`src/rtl/mode_switcher_pkg.sv`:
```
// Shared FSM encoding and mode index constants for the acquisition-mode switcher.
package mode_switcher_pkg;

    typedef enum logic [1:0] {
        ACTIVE = 2'd0,
        DRAIN  = 2'd1,
        SWITCH = 2'd2
    } switchState_t;

    localparam int MODE_ACQ       = 0;
    localparam int MODE_SCURVE    = 1;
    localparam int MODE_SWEEP_ACQ = 2;

endpackage

```
`src/rtl/mode_switcher_if.sv`:
```
// Source-side and sink-side bundle of the mode switcher.
// The master drives mode requests and per-mode sources; the slave (switcher) drives the routed outputs.
interface mode_switcher_if #(
    parameter int NUM_MODES  = 4,
    parameter int NUM_DAC    = 3,
    parameter int DAC_WIDTH  = 10,
    parameter int DATA_WIDTH = 16
);
    localparam int MODE_W = (NUM_MODES > 1) ? $clog2(NUM_MODES) : 1;

    logic [MODE_W-1:0]                      ModeSelect;
    logic                                   ErrClear;
    logic [NUM_MODES*NUM_DAC*DAC_WIDTH-1:0] SrcDac;
    logic [NUM_MODES-1:0]                   SrcSCLoad;
    logic [NUM_MODES-1:0]                   SrcStartStop;
    logic [NUM_MODES-1:0]                   SrcDone;
    logic [NUM_MODES*DATA_WIDTH-1:0]        SrcData;
    logic [NUM_MODES-1:0]                   SrcData_en;

    logic [NUM_DAC*DAC_WIDTH-1:0]           OutDac;
    logic                                   OutSCLoad;
    logic [NUM_MODES-1:0]                   OutStartStop;
    logic                                   OutDone;
    logic [DATA_WIDTH-1:0]                  UsbFifoData;
    logic                                   UsbFifoData_en;
    logic [MODE_W-1:0]                      ActiveMode;
    logic                                   SwitchBusy;
    logic                                   DrainTimeoutErr;

    modport master (
        output ModeSelect, ErrClear, SrcDac, SrcSCLoad, SrcStartStop, SrcDone, SrcData, SrcData_en,
        input  OutDac, OutSCLoad, OutStartStop, OutDone, UsbFifoData, UsbFifoData_en,
               ActiveMode, SwitchBusy, DrainTimeoutErr
    );

    modport slave (
        input  ModeSelect, ErrClear, SrcDac, SrcSCLoad, SrcStartStop, SrcDone, SrcData, SrcData_en,
        output OutDac, OutSCLoad, OutStartStop, OutDone, UsbFifoData, UsbFifoData_en,
               ActiveMode, SwitchBusy, DrainTimeoutErr
    );

endinterface

```
`src/rtl/mode_switcher_sync_mux.sv`:
```
// Combinational select of slice [idx] out of a flattened per-mode bus.
module mode_slice_mux #(
    parameter int NUM   = 4,
    parameter int WIDTH = 8,
    parameter int IDX_W = 2
) (
    input  logic [NUM*WIDTH-1:0] busIn,
    input  logic [IDX_W-1:0]     idx,
    output logic [WIDTH-1:0]     sliceOut
);

    // Out-of-range indices yield zero rather than aliasing another slice.
    always_comb begin
        sliceOut = '0;
        for (int m = 0; m < NUM; m++) begin
            if (idx == IDX_W'(m)) sliceOut = busIn[m*WIDTH +: WIDTH];
        end
    end

endmodule

```
`src/rtl/mode_switcher_sync.sv`:
```
// Registered acquisition-mode switcher: routes one source to the shared SC / start-stop / USB FIFO
// paths and changes source only after the old one has quiesced and drained (or timed out).
module mode_switcher_sync
    import mode_switcher_pkg::*;
#(
    parameter int NUM_MODES     = 4,
    parameter int NUM_DAC       = 3,
    parameter int DAC_WIDTH     = 10,
    parameter int DATA_WIDTH    = 16,
    parameter int DRAIN_TIMEOUT = 1024
) (
    input  logic Clk,
    input  logic reset_n,
    mode_switcher_if.slave bus
);

    localparam int MODE_W = (NUM_MODES > 1) ? $clog2(NUM_MODES) : 1;
    localparam int DACS_W = NUM_DAC * DAC_WIDTH;
    localparam int CNT_W  = (DRAIN_TIMEOUT > 2) ? $clog2(DRAIN_TIMEOUT) : 1;
    localparam logic [CNT_W-1:0] CNT_LAST = CNT_W'(DRAIN_TIMEOUT - 1);

    switchState_t        state, nextState;
    logic [MODE_W-1:0]   activeMode, targetMode;
    logic [CNT_W-1:0]    drainCnt;
    logic                timeoutErr;

    logic [DACS_W-1:0]     selDac;
    logic                  selLoad, selStart, selDone, selDataEn;
    logic [DATA_WIDTH-1:0] selData;

    logic                  modeReq, drainExit, timeoutHit;

    logic [DACS_W-1:0]     dacNxt, dacQ;
    logic                  loadNxt, loadQ, doneNxt, doneQ, dataEnNxt, dataEnQ, busyQ;
    logic [NUM_MODES-1:0]  startNxt, startQ;
    logic [DATA_WIDTH-1:0] dataNxt, dataQ;

    // Per-field source selection, all keyed on the currently routed mode.
    mode_slice_mux #(.NUM(NUM_MODES), .WIDTH(DACS_W), .IDX_W(MODE_W)) uDacMux (
        .busIn(bus.SrcDac), .idx(activeMode), .sliceOut(selDac));
    mode_slice_mux #(.NUM(NUM_MODES), .WIDTH(1), .IDX_W(MODE_W)) uLoadMux (
        .busIn(bus.SrcSCLoad), .idx(activeMode), .sliceOut(selLoad));
    mode_slice_mux #(.NUM(NUM_MODES), .WIDTH(1), .IDX_W(MODE_W)) uStartMux (
        .busIn(bus.SrcStartStop), .idx(activeMode), .sliceOut(selStart));
    mode_slice_mux #(.NUM(NUM_MODES), .WIDTH(1), .IDX_W(MODE_W)) uDoneMux (
        .busIn(bus.SrcDone), .idx(activeMode), .sliceOut(selDone));
    mode_slice_mux #(.NUM(NUM_MODES), .WIDTH(DATA_WIDTH), .IDX_W(MODE_W)) uDataMux (
        .busIn(bus.SrcData), .idx(activeMode), .sliceOut(selData));
    mode_slice_mux #(.NUM(NUM_MODES), .WIDTH(1), .IDX_W(MODE_W)) uDataEnMux (
        .busIn(bus.SrcData_en), .idx(activeMode), .sliceOut(selDataEn));

    // A request is only honoured for an existing mode that differs from the routed one.
    assign modeReq    = (bus.ModeSelect != activeMode) && (32'(bus.ModeSelect) < NUM_MODES);
    assign drainExit  = (state == DRAIN) && (selDone || (drainCnt == CNT_LAST));
    assign timeoutHit = (state == DRAIN) && !selDone && (drainCnt == CNT_LAST);

    // State register plus the mode / drain-counter bookkeeping that moves with it.
    always_ff @(posedge Clk or negedge reset_n) begin
        if (!reset_n) begin
            state      <= ACTIVE;
            activeMode <= MODE_W'(MODE_ACQ);
            targetMode <= MODE_W'(MODE_ACQ);
            drainCnt   <= '0;
        end else begin
            state <= nextState;
            if (state == ACTIVE && modeReq) begin
                targetMode <= bus.ModeSelect;
                drainCnt   <= '0;
            end else if (state == DRAIN) begin
                drainCnt <= drainCnt + 1'b1;
            end
            if (state == SWITCH) activeMode <= targetMode;
        end
    end

    // Next-state logic: the target latched on DRAIN entry is final for this switch.
    always_comb begin
        nextState = state;
        case (state)
            ACTIVE:  if (modeReq) nextState = DRAIN;
            DRAIN:   if (drainExit) nextState = SWITCH;
            SWITCH:  nextState = ACTIVE;
            default: nextState = ACTIVE;
        endcase
    end

    // Sticky timeout flag; a new timeout wins over a simultaneous clear.
    always_ff @(posedge Clk or negedge reset_n) begin
        if (!reset_n)         timeoutErr <= 1'b0;
        else if (timeoutHit)  timeoutErr <= 1'b1;
        else if (bus.ErrClear) timeoutErr <= 1'b0;
    end

    // Output values for the next cycle; start/load/done are cut already on the cycle a switch is detected
    // so the old engine sees its start drop the moment DRAIN begins.
    always_comb begin
        dacNxt    = dacQ;
        loadNxt   = 1'b0;
        startNxt  = '0;
        doneNxt   = 1'b0;
        dataNxt   = selData;
        dataEnNxt = 1'b0;
        case (state)
            ACTIVE: begin
                dacNxt    = selDac;
                dataEnNxt = selDataEn;
                if (!modeReq) begin
                    loadNxt = selLoad;
                    doneNxt = selDone;
                    for (int m = 0; m < NUM_MODES; m++) begin
                        startNxt[m] = selStart && (activeMode == MODE_W'(m));
                    end
                end
            end
            DRAIN:   dataEnNxt = selDataEn;
            default: ;
        endcase
    end

    // Output register stage.
    always_ff @(posedge Clk or negedge reset_n) begin
        if (!reset_n) begin
            dacQ    <= '0;
            loadQ   <= 1'b0;
            startQ  <= '0;
            doneQ   <= 1'b0;
            dataQ   <= '0;
            dataEnQ <= 1'b0;
            busyQ   <= 1'b0;
        end else begin
            dacQ    <= dacNxt;
            loadQ   <= loadNxt;
            startQ  <= startNxt;
            doneQ   <= doneNxt;
            dataQ   <= dataNxt;
            dataEnQ <= dataEnNxt;
            busyQ   <= (nextState != ACTIVE);
        end
    end

    assign bus.OutDac          = dacQ;
    assign bus.OutSCLoad       = loadQ;
    assign bus.OutStartStop    = startQ;
    assign bus.OutDone         = doneQ;
    assign bus.UsbFifoData     = dataQ;
    assign bus.UsbFifoData_en  = dataEnQ;
    assign bus.ActiveMode      = activeMode;
    assign bus.SwitchBusy      = busyQ;
    assign bus.DrainTimeoutErr = timeoutErr;

endmodule

```
`src/flat_wrapper.sv`:
```
// flat-port wrapper written by rule: the top's interface ports become plain ports
module mode_switcher_sync_flat import mode_switcher_pkg::*;
#(
    parameter int NUM_MODES     = 4,
    parameter int NUM_DAC       = 3,
    parameter int DAC_WIDTH     = 10,
    parameter int DATA_WIDTH    = 16,
    parameter int DRAIN_TIMEOUT = 1024
)
  (Clk, reset_n, bus_ModeSelect, bus_ErrClear, bus_SrcDac, bus_SrcSCLoad, bus_SrcStartStop, bus_SrcDone, bus_SrcData, bus_SrcData_en, bus_OutDac, bus_OutSCLoad, bus_OutStartStop, bus_OutDone, bus_UsbFifoData, bus_UsbFifoData_en, bus_ActiveMode, bus_SwitchBusy, bus_DrainTimeoutErr);
  mode_switcher_if #(.NUM_MODES(NUM_MODES), .NUM_DAC(NUM_DAC), .DAC_WIDTH(DAC_WIDTH), .DATA_WIDTH(DATA_WIDTH)) bus_i ();
  input  logic Clk;
  input  logic reset_n;
  input wire logic [$bits(bus_i.ModeSelect)-1:0] bus_ModeSelect;
  input wire logic [$bits(bus_i.ErrClear)-1:0] bus_ErrClear;
  input wire logic [$bits(bus_i.SrcDac)-1:0] bus_SrcDac;
  input wire logic [$bits(bus_i.SrcSCLoad)-1:0] bus_SrcSCLoad;
  input wire logic [$bits(bus_i.SrcStartStop)-1:0] bus_SrcStartStop;
  input wire logic [$bits(bus_i.SrcDone)-1:0] bus_SrcDone;
  input wire logic [$bits(bus_i.SrcData)-1:0] bus_SrcData;
  input wire logic [$bits(bus_i.SrcData_en)-1:0] bus_SrcData_en;
  output wire logic [$bits(bus_i.OutDac)-1:0] bus_OutDac;
  output wire logic [$bits(bus_i.OutSCLoad)-1:0] bus_OutSCLoad;
  output wire logic [$bits(bus_i.OutStartStop)-1:0] bus_OutStartStop;
  output wire logic [$bits(bus_i.OutDone)-1:0] bus_OutDone;
  output wire logic [$bits(bus_i.UsbFifoData)-1:0] bus_UsbFifoData;
  output wire logic [$bits(bus_i.UsbFifoData_en)-1:0] bus_UsbFifoData_en;
  output wire logic [$bits(bus_i.ActiveMode)-1:0] bus_ActiveMode;
  output wire logic [$bits(bus_i.SwitchBusy)-1:0] bus_SwitchBusy;
  output wire logic [$bits(bus_i.DrainTimeoutErr)-1:0] bus_DrainTimeoutErr;
  assign bus_i.ModeSelect = bus_ModeSelect;
  assign bus_i.ErrClear = bus_ErrClear;
  assign bus_i.SrcDac = bus_SrcDac;
  assign bus_i.SrcSCLoad = bus_SrcSCLoad;
  assign bus_i.SrcStartStop = bus_SrcStartStop;
  assign bus_i.SrcDone = bus_SrcDone;
  assign bus_i.SrcData = bus_SrcData;
  assign bus_i.SrcData_en = bus_SrcData_en;
  assign bus_OutDac = bus_i.OutDac;
  assign bus_OutSCLoad = bus_i.OutSCLoad;
  assign bus_OutStartStop = bus_i.OutStartStop;
  assign bus_OutDone = bus_i.OutDone;
  assign bus_UsbFifoData = bus_i.UsbFifoData;
  assign bus_UsbFifoData_en = bus_i.UsbFifoData_en;
  assign bus_ActiveMode = bus_i.ActiveMode;
  assign bus_SwitchBusy = bus_i.SwitchBusy;
  assign bus_DrainTimeoutErr = bus_i.DrainTimeoutErr;
  mode_switcher_sync #(.NUM_MODES(NUM_MODES), .NUM_DAC(NUM_DAC), .DAC_WIDTH(DAC_WIDTH), .DATA_WIDTH(DATA_WIDTH), .DRAIN_TIMEOUT(DRAIN_TIMEOUT)) u_core (.Clk(Clk), .reset_n(reset_n), .bus(bus_i));
endmodule
```
`config.mk`:
```
export PLATFORM = sky130hd
export DESIGN_NAME = mode_switcher_sync_flat
export DESIGN_NICKNAME = d
export VERILOG_FILES = /design/src/rtl/mode_switcher_pkg.sv /design/src/rtl/mode_switcher_if.sv /design/src/rtl/mode_switcher_sync_mux.sv /design/src/rtl/mode_switcher_sync.sv /design/src/flat_wrapper.sv
export SDC_FILE = /design/constraint.sdc
export NUM_CORES = 1
export LEC_CHECK = 0
export CAP_MARGIN = 20
export CORE_ASPECT_RATIO = 0.75
export CORE_MARGIN = 1.5
export CORE_UTILIZATION = 36
export DETAILED_ROUTE_END_ITERATION = 8
export PLACE_DENSITY = 0.8
export SYNTH_ARGS = -nofsm -noshare
export SYNTH_HDL_FRONTEND = slang
export SYNTH_SLANG_ARGS = --single-unit
```
`constraint.sdc`:
```
create_clock -name Clk -period 2.01 [get_ports Clk]
set_clock_uncertainty 0.15 [all_clocks]
set_input_delay 0.402 -clock Clk [delete_from_list [all_inputs] [get_ports Clk]]
set_output_delay 0.402 -clock Clk [all_outputs]
set_load 0.01 [all_outputs]
```
**After elaboration in Yosys (flattened, before gate mapping)**

Cells that the tools add are included.

- Add/subtract/negate cells: 1
- Equality and inequality tests: 7
- Multiplexer cells: 38
- Reduce and logical (&&, ||, !) cells: 16

Operator list:

| kind | count |
|---|---|
| two-way mux 30 bit | 4 |
| two-way mux 16 bit | 4 |
| two-way mux 1 bit | 23 |
| two-way mux 10 bit | 2 |
| adder 10 x 1 -> 10 bit (second input constant) | 1 |
| == test 10 bit (second input constant) | 1 |
| logical AND 1 bit | 8 |
| two-way mux 4 bit | 2 |
| == test 2 bit (second input constant) | 3 |
| nonzero test 2 bit | 3 |
| == test 2 x 1 -> 1 bit (second input constant) | 2 |
| zero test 2 bit | 2 |
| two-way mux 2 bit | 2 |
| one-hot mux 2 bit (2 select lines) | 1 |
| != test 2 bit | 1 |
| OR reduction 2 bit | 1 |
| zero test 1 bit | 1 |
| logical OR 1 bit | 1 |

- Register bits after elaboration: 71
- Input bits: 205
- Output and inout bits: 57
- Logic and storage cells: 74

**Logic depth before layout (Yosys ltp)**

Gate-level depths: netlist of run 1.

- Depth after elaboration: 10
- Mapped depth: 5
- Mapped depth without buffers: 4

**By module**

From an unflattened synthesis of run 1, not the netlist that was laid out.

- Cells, all modules: 305
- Area total of the unflattened synthesis: 3882.5 µm²

By module, submodules not included:

| module | instances | cells each | area each (µm²) | seq. area each (µm²) |
|---|---|---|---|---|
| mode_switcher_sync | 1 | 245 | 2643.8 | 1776.7 |
| mode_slice_mux (u_core.uDacMux) | 1 | 36 | 724.4 | 0.0 |
| mode_slice_mux (u_core.uDataMux) | 1 | 20 | 424.2 | 0.0 |
| mode_slice_mux (u_core.uDataEnMux ...) | 4 | 1 | 22.5 | 0.0 |

**Worst setup path after synthesis of run 1**

No wires, ideal clock.

- Path type: reg2reg
- Start: register u_core.activeMode[0] (netlist: u_core.bus.ActiveMode[0])
- End: register u_core.dataQ[0] (netlist: u_core.bus.UsbFifoData[0])
- Setup time: 0.139 ns
- Data arrival time: 1.346 ns
- Required time: 1.721 ns
- Setup slack: 0.375 ns
- Cell stages (with the launch flop): 4
- Buffers on the path: 2
- Period minus slack after synthesis: 1.635 ns
- Cells stage by stage: dfrtp_1 > buf_6 > buf_2 > mux4_2

- Word-level cells in the longest chain between the ends: 5
- Elaborated cells between the ends (all ways): 8
- Classes of those cells: 3 x eq/ne; 4 x mux; 1 x reduce/logical

Ends and longest elaborated chain:

| what | RTL line | source |
|---|---|---|
| start: declaration | mode_switcher_sync.sv:23 | `logic [MODE_W-1:0] activeMode, targetMode;` |
| start signal: assignment | mode_switcher_sync.sv:61 | `activeMode <= MODE_W'(MODE_ACQ);` |
| start signal: assignment | mode_switcher_sync.sv:72 | `if (state == SWITCH) activeMode <= targetMode;` |
| zero test 2 bit | mode_switcher_sync_mux.sv:16 | `if (idx == IDX_W'(m)) sliceOut = busIn[m*WIDTH +: WIDTH];` |
| two-way mux 16 bit (3 in series) | mode_switcher_sync_mux.sv:16 |  |
| two-way mux 16 bit (*) | mode_switcher_sync_mux.sv:16 |  |
| via u_core.dataNxt[0] | mode_switcher_sync.sv:36 | `logic [DATA_WIDTH-1:0] dataNxt, dataQ;` |
| end signal: assignment | mode_switcher_sync.sv:135 | `dataQ <= dataNxt;` |
| end: declaration | mode_switcher_sync.sv:36 |  |

Mark *: on every way through the listed nets, which the timed path passes. The rest lies on a longest branch.
A chain may end at the register's enable or synchronous reset.

**Worst setup path after layout of run 1**

- Start: register u_core.activeMode[1] (netlist: u_core.bus.ActiveMode[1])
- End: output port bus_ActiveMode[1]

RTL lines:

| what | RTL line | source |
|---|---|---|
| end: declaration | flat_wrapper.sv:28 | `output wire logic [$bits(bus_i.ActiveMode)-1:0] bus_ActiveMode;` |

No word-level cell between the ends.

==> Implementation_results.wiki, run 1 <==
{| class="wikitable"
! Metric !! Value
|-
| Cell Chain, Critical Path || clkdlybuf4s50_1
|-
| Die Outline Area || about 11000 um^2
|-
| Multiplexer share of the synthesized area || between 30 and 40%
|-
| Fraction of the mapped netlist area in compound gates || under 10%
|-
| Number of DRC violations after detailed routing || 0
|-
| H-Tree Level Count || 3
|-
| Count of pins over their slew limit || 0
|-
| Number of clock sinks || 71
|-
| Routability congestion estimate from global placement || around 0.79
|-
| Data arrival time of the critical path || approximately 1.4 ns
|-
| Iteration count of the initial detailed-routing pass || 4
|-
| Post-Synthesis Net Count || between 500 and 600
|-
| Io pins || 262
|-
| Post-Synthesis Mean Instance Area || 12.53 um^2
|-
| Overall die width || approximately 120 um
|-
| Port Buf Inserts || ~260
|-
| Detailed placement HPWL || 10140 um
|-
| Count of cells resized by post-cts repair || 0
|-
| Total wire length || ~12000 um
|-
| Warning count from the yosys run || 0
|-
| Result of the run || finished, final reports clean
|-
| Critical R2R Capture || u_core.bus.OutSCLoad$_DFF_PN0_
|-
| Standby leakage power || roughly 2.9 nW
|-
| Diodes inserted || 0
|-
| Endpoints failing hold || 0
|-
| Simple-gate area share of the yosys netlist || around 16%
|-
| Iter 0 DRT Violations || 101
|-
| Total of flip-flops plus latches after synthesis || 71
|-
| Post-synthesis cell type count || 31
|-
| Post-synthesis share of cell area spent on xor and xnor gates || 1.620%
|-
| Via count of the first global-routing pass || 3903
|-
| Top cell type's share of synthesized area || between 40% and 50%
|-
| First-pass GRT wire length || slightly below 20000 um
|-
| Worst path required time || roughly 1.5 ns
|-
| CTS buffer count || 9
|-
| Detail-routed net length per standard cell || approximately 17 um
|-
| Remaining global-route overflow || 0
|-
| Actual slew at the worst max-slew pin || 0.5556 ns
|-
| Cell with the largest stage delay on the worst path || clkdlybuf4s50_1
|-
| Post-route fraction of the period consumed by the critical path || 96.65%
|-
| Peak supply drop || approximately 0.0007 V
|-
| Via/cell ratio || around 5
|-
| Synth Instances || between 300 and 400
|-
| Clock Pin Slew Worst Setup and Hold Paths || ~0.050 ns
|-
| Relative slew margins || around 63%
|-
| Effective utilization at floorplan || a little under two fifths
|-
| Clock latency of the later-clocked register in the worst-skew pair || roughly 0.32 ns
|-
| Pin count of the biggest net entering global routing || 51
|-
| Multi-input gate area in the final layout || 1886 um^2
|-
| Net count of the finished layout || 777
|-
| Via count || 3513
|-
| Minimum clock period after layout || 1.943 ns
|-
| Layout cell share with drive strength beyond 1 || 15.97%
|-
| Global-route usage over all layers || between 20% and 30%
|-
| Register-to-Register Setup Slack || 0.19 ns
|-
| Layout fillers || 776
|-
| Initial antenna violation count || 0
|-
| Number of cell rows || 32
|-
| Sink of the worst hold path || u_core.bus.OutDac[3]$_DFFE_PN0P_
|-
| Reported max-cap violation count || 0
|-
| Clock tree from TritonCTS || built
|-
| Top cell family by delay on the critical path || buffers and inverters
|-
| Sum of buffers and inverters on the critical path || 1
|-
| Worst-case clock buffer depth || 2
|-
| Crit path launch type || flip-flop
|-
| RSZ-0062 raised after global routing || no
|-
| Main area contributors after synthesis || dfrtp_1, mux4_2, nand2_1
|-
| Area grow syn2layout || 82.35%
|-
| Worst Path Max Fanout || 7
|-
| Cell area power density || 1261 nW/um^2
|-
| Sequential cell area || around 1800 um^2
|-
| Cell taking the most area after synthesis || dfrtp_1
|-
| Max incr delay on CP || approximately 0.58 ns
|-
| CP endpoint kind || output pin
|-
| Worst path setup slack after routing || 0.06742 ns
|-
| Worst-case setup slack after placement || around 0.065 ns
|-
| Hold Path Cell Cnt || 2
|-
| Main combinational cell family by area after synthesis || multiplexers
|-
| Final-report setup violation count || 0
|-
| Std-Cell Core Area || 10250 um^2
|-
| Start-to-end type of the worst setup path || flip-flop to output pin
|-
| Y dimension of the die || slightly above 90 um
|-
| Antenna Nets Post-Route || 0
|-
| Fraction of the yosys area taken by sequential cells || between 40% and 50%
|-
| Max Fclk || 514.8 MHz
|-
| Total Negative Setup Slacks || 0 ns
|-
| Worst Hold Launch || u_core.bus.OutDac[3]$_DFFE_PN0P_
|-
| Netlist Area Pre-Place || between 3000 and 4000 um^2
|-
| Startpoint of the lowest-slack register-to-register path || u_core.bus.ActiveMode[0]$_DFFE_PN0N_
|-
| Type of the most critical hold path || flip-flop to flip-flop
|-
| Area share of fa/ha/maj cells after synthesis || 0.3306%
|-
| FF-to-FF path depth || 4
|-
| CTS Root Buffer Type || clkbuf_16
|}
-- worst max-delay path by stage --
stage                                         start                                   to  depth (start not counted)
2_1_floorplan  u_core.bus.ActiveMode[0]$_DFFE_PN0N_  u_core.bus.UsbFifoData[0]$_DFF_PN0_                          3
3_3_place_gp                      bus_ModeSelect[0]            u_core.state[0]$_DFF_PN0_                          6
3_5_place_dp                      bus_ModeSelect[1]            u_core.state[0]$_DFF_PN0_                          6
4_1_cts        u_core.bus.ActiveMode[1]$_DFFE_PN0N_                    bus_ActiveMode[1]                          1
5_1_grt        u_core.bus.ActiveMode[1]$_DFFE_PN0N_                    bus_ActiveMode[1]                          1
6_report       u_core.bus.ActiveMode[1]$_DFFE_PN0N_                    bus_ActiveMode[1]                          1
-- through the flow --
step | instances | utilization, % | hold WS (ns) | cell area (um^2) | total power [mW]
2_1_floorplan | 302 | - | -0.04359 | 3785 | 5.126
3_3_place_gp | 694 | 64.48 | 0.1663 | 6609 | 7.201
3_5_place_dp | 694 | 64.48 | 0.1703 | 6609 | 7.345
4_1_cts | 712 | 67.33 | 0.3251 | 6902 | 8.830
5_1_grt | 712 | 67.33 | 0.3425 | 6902 | 9.309
6_report | 712 | 67.33 | 0.3200 | 6902 | 8.704
-- cells in the mapped netlist, drive strengths merged --
cell and number:
nor2b 3, mux2i 1, mux4 49, ha 1
inv 1, mux2 4, nand2b 1, nor3 2
nor4 2, a21o 1, clkbuf 8, nand3 7
nand2 101, buf 13, or3 1, or4 1
o21ai 2, xor2 7, a41oi 1, nand4 5
or2 1, and3 5, dfrtp 71, o211ai 1
o22ai 1, a31oi 2, nor2 10
-- layout by cell type, fill, tap and decap left out, types with 2 or more instances in the layout --
cell type / synthesis / final
buf_4: 3 / 15
nand2_1: 101 / 101
nor3_1: 2 / 2
dfrtp_1: 71 / 69
nor4_1: 2 / 2
nand3_1: 6 / 6
clkdlybuf4s50_1: 0 / 260
and3_1: 5 / 5
mux2_2: 4 / 4
mux4_2: 49 / 49
clkinvlp_4: 0 / 2
nor2b_1: 3 / 3
a31oi_1: 2 / 2
nor2_1: 10 / 9
buf_12: 0 / 3
xor2_1: 7 / 7
clkbuf_16: 0 / 9
clkinv_4: 0 / 2
nand4_1: 5 / 5
-- registers in the layout, summed over array words and instances, names as in the netlist --
signal / cells
u_core.bus.ActiveMode: 2
u_core.bus.DrainTimeoutErr: 1
u_core.bus.OutDac: 30
u_core.bus.OutDone: 1
u_core.bus.OutSCLoad: 1
u_core.bus.OutStartStop: 4
u_core.bus.SwitchBusy: 1
u_core.bus.UsbFifoData: 16
u_core.bus.UsbFifoData_en: 1
u_core.drainCnt: 10
u_core.state: 2
u_core.targetMode: 2
-- logic make-up after synthesis --
logic type | Yosys count
adders and majority gates | 1
buffers and inverters | 22
AOI/OAI and AO/OA | 8
xor gates and xnor gates | 7
DFF | 71
and+or+nand+nor | 139
muxes | 54
-- metal layers --
metal / vias to the layer above / global-route usage (%) / routed length, um
met5: - / 0 / 0
met4: 0 / 9.608 / 374
met3: 24 / 5.473 / 704
met2: 140 / 40.91 / 6655
met1: 1717 / 26.18 / 4484
li1: 1632 / - / -
-- layout make-up --
cell class | count | area share [%]
Clock buffer | 10 | 3.318
Tap cell | 136 | 2.466
Multi-Input combinational cell | 209 | 27.32
Clock inverter | 6 | 0.6708
Inverter | 1 | 0.05439
Sequential cell | 71 | 25.82
Timing Repair Buffer | 279 | 40.36
-- repair_timing --
action,4_1_cts,5_1_grt
endpoints found under the hold margin,21,0
endpoints found under the setup margin,1,0
setup buffers,1,0
hold buffers,1,0
-- where the power goes --
| group | internal, mW | switching [mW] | total [mW] |
|---|---|---|---|
| registers | 2.06 | 0.375 | 2.44 |
| logic | 2.74 | 2.11 | 4.84 |
| clock network | 0.840 | 0.584 | 1.42 |
Power figures use the tool's default switching activity.
==> run 2: changes to the inputs <==
- clock period: 2.01 -> 2.2 ns (I/O delays scaled with it)
==> run 2 against run 1 <==
Global-route usage is essentially flat. Highest routed layer unchanged. Sequential share of layout area barely moved. Combinational power shrank 11%. Hold slack got worse by 0.00089 ns. Sequential cell count unchanged. First-iteration DRC count down 24%. Total power fell by 7.9%. Via count up 0.85%. Critical endpoint is now bus_ActiveMode[0]. Die area did not move.
==> Implementation_results.wiki, run 2 (synthesized netlist as in run 1, its figures left out) <==
{| class="wikitable"
! Metric !! Value
|-
| Worst-case setup slack after placement || 0.1887 ns
|-
| Number of placed instances, taps included || about 690
|-
| Startpoint of the lowest-slack register-to-register path || u_core.bus.ActiveMode[0]$_DFFE_PN0N_
|-
| Sink of the worst hold path || u_core.bus.OutDac[5]$_DFFE_PN0P_
|-
| Result of the run || finished, final reports clean
|-
| CP endpoint kind || output pin
|-
| H-Tree Level Count || 3
|-
| Routability congestion estimate from global placement || around 0.83
|-
| M2 GR Usage || a little over two fifths
|-
| Max incr delay on CP || between 0.6 and 0.7 ns
|-
| Number of clock sinks || 71
|-
| RSZ-0062 raised after global routing || no
|-
| Cell area power density || 1162 nW/um^2
|-
| Clock tree from TritonCTS || built
|-
| Clock latency of the later-clocked register in the worst-skew pair || about 0.33 ns
|-
| Hold Path Cell Cnt || 2
|-
| Detailed placement HPWL || roughly 10000 um
|-
| Busiest grt layer || met2
|-
| Max Fclk || roughly 470 MHz
|-
| Iter 0 DRT Violations || just under 80
|-
| First-pass GRT wire length || 19390 um
|-
| Post-route fraction of the period consumed by the critical path || a little over nine tenths
|-
| CTS buffer count || 9
|-
| Sum of buffers and inverters on the critical path || 1
|-
| Reported max-cap violation count || 0
|-
| Most frequent cells in the layout || clkdlybuf4s50_1, nand2_1, dfrtp_1
|-
| Cell with the largest stage delay on the worst path || clkdlybuf4s50_1
|-
| GRT met3 Usage || under 10%
|-
| Via count || 3543
|-
| Worst Hold Launch || u_core.bus.OutDac[5]$_DFFE_PN0P_
|-
| Worst path required time || around 1.6 ns
|-
| Crit path launch type || flip-flop
|-
| Actual slew at the worst max-slew pin || about 0.44 ns
|-
| Critical R2R Capture || u_core.bus.OutSCLoad$_DFF_PN0_
|-
| Port Buf Inserts || 261
|-
| Most common library cell in the layout ignoring fill and taps || clkdlybuf4s50_1
|-
| Number of DRC violations after detailed routing || 0
|-
| Final core utilization || about two thirds
|-
| Largest register FFs || 30
|-
| Diodes inserted || 0
|-
| Dpl cell area || roughly 6600 um^2
|-
| CTS Root Buffer Type || clkbuf_16
|-
| Effective utilization at floorplan || 36.93%
|-
| Register-to-Register Setup Slack || 0.39 ns
|-
| Sequential cell area || 1782 um^2
|-
| Io pins || roughly 260
|-
| Net count of the finished layout || between 700 and 800
|-
| Overall die width || about 120 um
|-
| Multi-input gate area in the final layout || between 1500 and 2000 um^2
|-
| Count of pins over their slew limit || 0
|-
| Total Negative Setup Slacks || 0 ns
|-
| Peak supply drop || 0.0005947 V
|-
| Clock Pin Slew Worst Setup and Hold Paths || ~0.060 ns
|-
| Post-CTS Setup Repair Bufs || 0
|-
| Worst-case clock buffer depth || 2
|-
| Cell Chain, Critical Path || clkdlybuf4s50_1
|-
| Start-to-end type of the worst setup path || flip-flop to output pin
|-
| Data arrival time of the critical path || between 1.5 and 2 ns
|-
| Total wire length || around 12000 um
|-
| Layout cell share with drive strength beyond 1 || approximately 16%
|-
| Worst Path Max Fanout || 15
|-
| Final-layout worst hold slack || 0.3191 ns
|-
| Area grow syn2layout || 82.45%
|-
| Via count of the first global-routing pass || a little under 4000
|-
| Overall Power || 8.021 mW
|-
| Minimum clock period after layout || 2.135 ns
|-
| Antenna Nets Post-Route || 0
|-
| Detail-routed net length per standard cell || about 17 um
|-
| Std-Cell Core Area || a little over 10000 um^2
|-
| Initial antenna violation count || 0
|-
| Pin count of the biggest net entering global routing || 35
|-
| Y dimension of the die || a little over 90 um
|-
| Layout fillers || about 780
|-
| Iteration count of the initial detailed-routing pass || 4
|-
| Via/cell ratio || 4.983
|-
| Remaining global-route overflow || 0
|-
| Routing usage on met1 || roughly 24%
|-
| Endpoints failing hold || 0
|-
| Type of the most critical hold path || flip-flop to flip-flop
|-
| Die Outline Area || ~11000 um^2
|-
| Top cell family by delay on the critical path || buffers and inverters
|-
| Number of cell rows || 32
|-
| Standby leakage power || approximately 2.9 nW
|-
| Post-Layout Cell Count || roughly 710
|-
| FF-to-FF path depth || 3
|-
| Post-route standard cell area excluding fillers || 6905 um^2
|-
| Final-report setup violation count || 0
|-
| Worst path setup slack after routing || ~0.065 ns
|-
| Global-route usage over all layers || a little under a quarter
|-
| Relative slew margins || ~71%
|}
==> run 2: changes by cell type in the layout (fill, tap and decap cells not counted), sizes merged <==
cell and change:
clkinv -3, bufinv +1, inv +1, clkinvlp +1, buf -1
==> run 2: final cells by class <==
class | instances | area share (%)
timing repair buffer | 278 | 40.04
sequential | 71 | 25.80
tap | 136 | 2.464
clock buffer | 10 | 3.316
multi-input combinational | 209 | 27.31
clock inverter | 6 | 1.015
inverter | 1 | 0.05436
==> run 2: metal layers <==
metal	wire [um]	vias to the layer above
met2	6959	137
li1	-	1632
met3	675	18
met4	233	0
met5	0	-
met1	4435	1756
==> run 2: worst min-delay path, delay by kind of cell, from the launching register on <==
| kind | cells | cell delay, ns |
|---|---|---|
| DFF | 1 | 0.34 |
| and+or+nand+nor | 2 | 0.10 |
==> run 2: how the worst max path moves through the flow <==
| stage | start | endpoint | slack, ns | cells past startpoint |
|---|---|---|---|---|
| after floorplan | u_core.bus.ActiveMode[0]$_DFFE_PN0N_ | u_core.bus.UsbFifoData[0]$_DFF_PN0_ | 0.57 | 3 |
| after global placement | bus_ModeSelect[1] | u_core.drainCnt[8]$_DFFE_PN0P_ | 0.26 | 5 |
| after detailed placement | bus_ModeSelect[1] | u_core.drainCnt[2]$_DFFE_PN0P_ | 0.19 | 5 |
| after CTS | u_core.bus.ActiveMode[0]$_DFFE_PN0N_ | bus_ActiveMode[0] | 0.05 | 1 |
| after global routing | u_core.bus.ActiveMode[0]$_DFFE_PN0N_ | bus_ActiveMode[0] | 0.003 | 1 |
| final | u_core.bus.ActiveMode[0]$_DFFE_PN0N_ | bus_ActiveMode[0] | 0.06 | 1 |
==> run 2: power by group <==
part | leakage, nW | switching (mW) | internal (mW)
combinational | 1.85 | 1.85 | 2.46
sequential | 0.880 | 0.385 | 1.88
clock | 0.136 | 0.556 | 0.885
total | 2.87 | 2.79 | 5.23
==> run 2: timing repair <==
action                                 CTS  global route
gates resized for setup                  0             0
hold buffers                             1             0
endpoints found under the hold margin   31             0
